`config.mk`:
```
export PLATFORM = sky130hd
export DESIGN_NAME = dct_mul_sched_flat
export DESIGN_NICKNAME = d
export VERILOG_FILES = /design/src/rtl/dct_mul_sched_if.sv /design/src/rtl/dct_mul_sched.sv /design/src/flat_wrapper.sv
export SDC_FILE = /design/constraint.sdc
export NUM_CORES = 1
export LEC_CHECK = 0
export CELL_PAD_IN_SITES_DETAIL_PLACEMENT = 1
export CELL_PAD_IN_SITES_GLOBAL_PLACEMENT = 1
export CORE_AREA = 8 8 103 105
export CTS_CLUSTER_DIAMETER = 40
export DETAILED_ROUTE_END_ITERATION = 8
export DIE_AREA = 0 0 111 113
export PLACE_DENSITY = 0.9
export SYNTH_ARGS = -nofsm -noshare
export SYNTH_HDL_FRONTEND = slang
export SYNTH_SLANG_ARGS = --single-unit
```
`constraint.sdc`:
```
create_clock -name clk -period 2.1 [get_ports clk]
set_input_delay 0.42 -clock clk [delete_from_list [all_inputs] [get_ports clk]]
set_output_delay 0.42 -clock clk [all_outputs]
set_load 0.03 [all_outputs]
```
`src/rtl/dct_mul_sched_if.sv`:
```
// Bundles the requester, pipeline and result signals of the DCT multiply scheduler.
// The slave view belongs to the scheduler; the master view drives requests and the pipeline output.
interface dct_mul_sched_if #(
  parameter int DATA_W = 32
);
  logic              req0;
  logic [DATA_W-1:0] data0;
  logic              req1;
  logic [DATA_W-1:0] data1;
  logic              gnt0;
  logic              gnt1;
  logic              mul_en;
  logic [DATA_W-1:0] mul_din;
  logic [DATA_W-1:0] mul_dout;
  logic              res_valid0;
  logic              res_valid1;
  logic [DATA_W-1:0] res_data;
  logic              res_last;
  logic              busy;

  modport slave (
    input  req0, data0, req1, data1, mul_dout,
    output gnt0, gnt1, mul_en, mul_din,
    output res_valid0, res_valid1, res_data, res_last, busy
  );

  modport master (
    output req0, data0, req1, data1, mul_dout,
    input  gnt0, gnt1, mul_en, mul_din,
    input  res_valid0, res_valid1, res_data, res_last, busy
  );
endinterface

```
`src/rtl/dct_mul_sched.sv`:
```
// Shares one fixed-latency multiply pipeline between the DCT row pass (0) and column pass (1),
// granting whole BURST-beat blocks and tagging every beat so its result returns to the owner.
module dct_mul_sched #(
  parameter int DATA_W = 32,
  parameter int LAT    = 7,
  parameter int BURST  = 8
) (
  input logic           clk,
  input logic           rst,
  dct_mul_sched_if.slave bus
);

  localparam int CNT_W = (BURST > 1) ? $clog2(BURST) : 1;

  typedef enum logic [1:0] {
    IDLE = 2'd0,
    OWN0 = 2'd1,
    OWN1 = 2'd2
  } state_t;

  state_t             state_q, state_d;
  logic [CNT_W-1:0]   cnt_q, cnt_d;
  logic               rr_q, rr_d;
  logic [LAT-1:0]     trk_vld_q;
  logic [LAT-1:0]     trk_tag_q;
  logic [LAT-1:0]     trk_last_q;

  logic own0, own1, beat, last_beat, other_req, same_req;

  always_comb begin
    own0      = (state_q == OWN0);
    own1      = (state_q == OWN1);
    beat      = (own0 & bus.req0) | (own1 & bus.req1);
    last_beat = beat && (cnt_q == CNT_W'(BURST - 1));
    other_req = own0 ? bus.req1 : bus.req0;
    same_req  = own0 ? bus.req0 : bus.req1;
  end

  // Next state: rr_q == 0 favours requester 0 when both ask at once
  always_comb begin
    state_d = state_q;
    cnt_d   = cnt_q;
    rr_d    = rr_q;
    case (state_q)
      IDLE: begin
        if (bus.req0 && bus.req1) state_d = rr_q ? OWN1 : OWN0;
        else if (bus.req0)        state_d = OWN0;
        else if (bus.req1)        state_d = OWN1;
      end
      OWN0, OWN1: begin
        if (beat) begin
          if (last_beat) begin
            cnt_d = '0;
            rr_d  = own0;
            if (other_req)     state_d = own0 ? OWN1 : OWN0;
            else if (same_req) state_d = state_q;
            else               state_d = IDLE;
          end else begin
            cnt_d = cnt_q + 1'b1;
          end
        end
      end
      default: state_d = IDLE;
    endcase
  end

  // Tracking line advances every cycle so stage LAT-1 lines up with mul_dout
  always_ff @(posedge clk or negedge rst) begin
    if (!rst) begin
      state_q    <= IDLE;
      cnt_q      <= '0;
      rr_q       <= 1'b0;
      trk_vld_q  <= '0;
      trk_tag_q  <= '0;
      trk_last_q <= '0;
    end else begin
      state_q    <= state_d;
      cnt_q      <= cnt_d;
      rr_q       <= rr_d;
      trk_vld_q  <= {trk_vld_q[LAT-2:0], beat};
      trk_tag_q  <= {trk_tag_q[LAT-2:0], own1};
      trk_last_q <= {trk_last_q[LAT-2:0], last_beat};
    end
  end

  always_comb begin
    bus.gnt0       = own0;
    bus.gnt1       = own1;
    bus.mul_en     = beat;
    bus.mul_din    = '0;
    if (beat) bus.mul_din = own1 ? bus.data1 : bus.data0;
    bus.res_data   = bus.mul_dout;
    bus.res_valid0 = trk_vld_q[LAT-1] & ~trk_tag_q[LAT-1];
    bus.res_valid1 = trk_vld_q[LAT-1] &  trk_tag_q[LAT-1];
    bus.res_last   = trk_vld_q[LAT-1] &  trk_last_q[LAT-1];
    bus.busy       = (state_q != IDLE) | (|trk_vld_q);
  end

endmodule
```
`src/flat_wrapper.sv`:
```
// flat-port wrapper written by rule: the top's interface ports become plain ports
module dct_mul_sched_flat 
#(
  parameter int DATA_W = 32,
  parameter int LAT    = 7,
  parameter int BURST  = 8
)
  (clk, rst, bus_req0, bus_data0, bus_req1, bus_data1, bus_mul_dout, bus_gnt0, bus_gnt1, bus_mul_en, bus_mul_din, bus_res_valid0, bus_res_valid1, bus_res_data, bus_res_last, bus_busy);
  dct_mul_sched_if #(.DATA_W(DATA_W)) bus_i ();
  input logic clk;
  input logic rst;
  input wire logic [$bits(bus_i.req0)-1:0] bus_req0;
  input wire logic [$bits(bus_i.data0)-1:0] bus_data0;
  input wire logic [$bits(bus_i.req1)-1:0] bus_req1;
  input wire logic [$bits(bus_i.data1)-1:0] bus_data1;
  input wire logic [$bits(bus_i.mul_dout)-1:0] bus_mul_dout;
  output wire logic [$bits(bus_i.gnt0)-1:0] bus_gnt0;
  output wire logic [$bits(bus_i.gnt1)-1:0] bus_gnt1;
  output wire logic [$bits(bus_i.mul_en)-1:0] bus_mul_en;
  output wire logic [$bits(bus_i.mul_din)-1:0] bus_mul_din;
  output wire logic [$bits(bus_i.res_valid0)-1:0] bus_res_valid0;
  output wire logic [$bits(bus_i.res_valid1)-1:0] bus_res_valid1;
  output wire logic [$bits(bus_i.res_data)-1:0] bus_res_data;
  output wire logic [$bits(bus_i.res_last)-1:0] bus_res_last;
  output wire logic [$bits(bus_i.busy)-1:0] bus_busy;
  assign bus_i.req0 = bus_req0;
  assign bus_i.data0 = bus_data0;
  assign bus_i.req1 = bus_req1;
  assign bus_i.data1 = bus_data1;
  assign bus_i.mul_dout = bus_mul_dout;
  assign bus_gnt0 = bus_i.gnt0;
  assign bus_gnt1 = bus_i.gnt1;
  assign bus_mul_en = bus_i.mul_en;
  assign bus_mul_din = bus_i.mul_din;
  assign bus_res_valid0 = bus_i.res_valid0;
  assign bus_res_valid1 = bus_i.res_valid1;
  assign bus_res_data = bus_i.res_data;
  assign bus_res_last = bus_i.res_last;
  assign bus_busy = bus_i.busy;
  dct_mul_sched #(.DATA_W(DATA_W), .LAT(LAT), .BURST(BURST)) u_core (.clk(clk), .rst(rst), .bus(bus_i));
endmodule
```
==> metrics <==
wire per inst=16.8 um; area share of the largest cell type after synthesis=38.8%; Synth Register Bits=27; Post-Syn Area=1740 sq um; Port Buf Inserts=~110; endpoints failing setup=27; Post-Synthesis Cells=178; crit path kind=reg2out; Filler cells=around 1000; TritonRoute pass-1 iters=4; Unique masters post-synth=30; I/O pin cnt=171; Tcrit/Tclk final=103%; net count after synthesis=285; Avg Inst Size Synth=roughly 9.8 sq um; DRC Markers=0; Worst Path Arrival=1.73 ns; Detailed Route WL=6.42 mm; CP Capture Type=output port; dpl hpwl=a little under 5 mm; commonest cells in the netlist=nor2_1, buf_4, mux2i_1; CTS Buf Count=3; layout cells sized above 1=roughly two fifths; largest net degree at the start of global routing=28; Slew @ Worst Pin=0.323 ns; Primary FF master, synth=dfrtp_1; Final Hold Vio Count=0; total track usage=a little under a tenth; CTS max path bufs=2; Post-DRT Antenna Nets=0; RSZ-0062 raised after global routing=yes; vias per cell=roughly 4.2; Rows=35; Synth warnings=0; register area share after synthesis=38.8%; area leader, netlist=dfrtp_1; DIE HEIGHT=113 um; CTS clock-pin slew for the worst setup and hold paths=0.09 ns; starting density of the core=just under 20%; Area contributors post-synth=dfrtp_1, mux2i_1, buf_4, nor2_1, ha_1; die area=~13000 sq um; Lkg Pwr=1.38 nW; failing checks=negative setup slack; GRT overflow=0; gpl congestion=0.709; Async SR Flop Fraction=100%; Fin Clk Skew=0.00246 ns; Post-synth EDFFs=0; Final Critical Period=2.15 ns; initial antenna violation count=0; worst min-delay path class=reg2reg; Core ar.=8980 sq um; peak supply drop=389 uV; htree depth=1; hold_buf cts=0; Cell Pwr Density=1150 nW/um^2; root buf cell=clkbuf_8; # diodes=0; Setup crit start kind=flip-flop; Max Fclk=between 400 and 500 MHz; max_cap viols=0; Initial DRC Count=18; Critical Path RT=1.68 ns; most instantiated library cell after synthesis=nor2_1; Max-slew headroom=between 70 and 80%; fin. max-slew vios=0; outcome=finished, violations left; TritonCTS Sinks=27; clk_lat worst skew=roughly 0.27 ns; vias in the first global route=1933; fin worst setup slack=-0.0528 ns; routed vias=1618; CP max FO=8; final total power=3.73 mW; Area Overhead vs Synth=86.5%; die width=111 um; first-pass GRT wire length=9.57 mm; CTS tree=yes; pre-CTS setup slack=-0.00950 ns; Net count, final=380
sequential cells by signal, summed over array words and instances (netlist names):
name and count:
u_core.rr_q 1, u_core.state_q 2, u_core.cnt_q 3, u_core.trk_tag_q 7, u_core.trk_last_q 7, u_core.trk_vld_q 7
stage by stage:
step / instances / hold slack [ns] / TNS [ns] / utilization [%] / area, sq um
finish: 383 / 0.354 / -0.918 / 36.2 / 3250
global route: 383 / 0.371 / -3.11 / 36.2 / 3250
CTS: 377 / 0.358 / -1.66 / 33.9 / 3040
detailed placement: 366 / 0.336 / -0.00950 / 30.9 / 2780
global placement: 366 / 0.333 / 0 / 30.9 / 2780
floorplan: 178 / 0.124 / 0 / - / 1820
final cells by class:
| class | instances | area (sq um) | area share, % |
|---|---|---|---|
| clock buffers | 3 | 41.3 | 1.27 |
| clock inverters | 1 | 7.51 | 0.231 |
| inverters | 3 | 11.3 | 0.346 |
| multi-input cells | 109 | 1020 | 31.3 |
| flip-flops and latches | 27 | 676 | 20.8 |
| well taps | 111 | 139 | 4.27 |
| repair buffers | 129 | 1360 | 41.8 |
repair_timing:
action	in CTS	in global routing
hold endpoints to repair	0	0
resized for setup	34	31
pin swaps	1	7
setup endpoints to repair	35	34
gates cloned	2	3
buffers inserted	5	5
power by group:
part,total (mW),switching [mW],internal (mW)
sequential,0.761,0.0856,0.676
clock,0.288,0.153,0.134
combinational,2.68,1.36,1.32
final timing paths:
path	startpoint	endpoint	slack (ns)	depth (start not counted)
setup / recovery	u_core.state_q[0]$_DFFE_PN0P_	bus_mul_din[0]	-0.05	7
hold / removal	u_core.trk_last_q[3]$_DFF_PN0_	u_core.trk_last_q[4]$_DFF_PN0_	0.35	0
setup reg to reg	u_core.state_q[0]$_DFFE_PN0P_	u_core.rr_q$_DFFE_PN0P_	0.18	9
hold reg to reg	u_core.trk_last_q[3]$_DFF_PN0_	u_core.trk_last_q[4]$_DFF_PN0_	0.35	0
max in group asynchronous	rst	u_core.state_q[0]$_DFFE_PN0P_	1.32	2
min in group asynchronous	rst	u_core.trk_last_q[5]$_DFF_PN0_	0.53	2
critical path, cell delays in order (launching register included):
cell	delay [ns]
dfrtp_1	0.40
buf_6	0.13
ha_4	0.17
a22oi_4	0.24
buf_6	0.16
clkbuf_16	0.16
nor2_2	0.05
buf_6	0.13
kinds of logic (layout without fill, tap and decap cells):
family | after synthesis | count (layout) | share of synthesized area (%)
simple gates | 53 | 53 | 13.4
buf+inv | 42 | 136 | 16.2
mux | 36 | 36 | 21.2
flops | 27 | 27 | 38.8
compound gates | 13 | 13 | 5.46
fa+ha+maj | 7 | 7 | 5.02
routing by layer:
metal	wire length (um)	global-route usage [%]	up-vias
met2	3270	17.5	102
met1	2200	8.13	765
met4	72	1.26	0
met5	0	0	-
met3	882	5.93	6
li1	-	-	745
placed cells by master (no fill, tap or decap), types with 2 or more instances in the layout:
| cell type | instances |
|---|---|
| clkdlybuf4s50_1 | 70 |
| buf_6 | 28 |
| dfrtp_1 | 27 |
| nor2_2 | 24 |
| buf_4 | 22 |
| mux2i_1 | 20 |
| nand2_1 | 7 |
| mux2i_4 | 6 |
| nor2_4 | 6 |
| mux2i_2 | 6 |
| o21ai_0 | 5 |
| ha_1 | 5 |
| nor2_1 | 4 |
| clkbuf_8 | 3 |
| clkbuf_16 | 3 |
| buf_12 | 3 |
| inv_1 | 2 |
| nor2b_1 | 2 |
| and2_1 | 2 |
| nand2b_1 | 2 |
| a21oi_1 | 2 |
| mux2_2 | 2 |
| ha_4 | 2 |
Note: power is estimated with default switching activity, not from simulation.
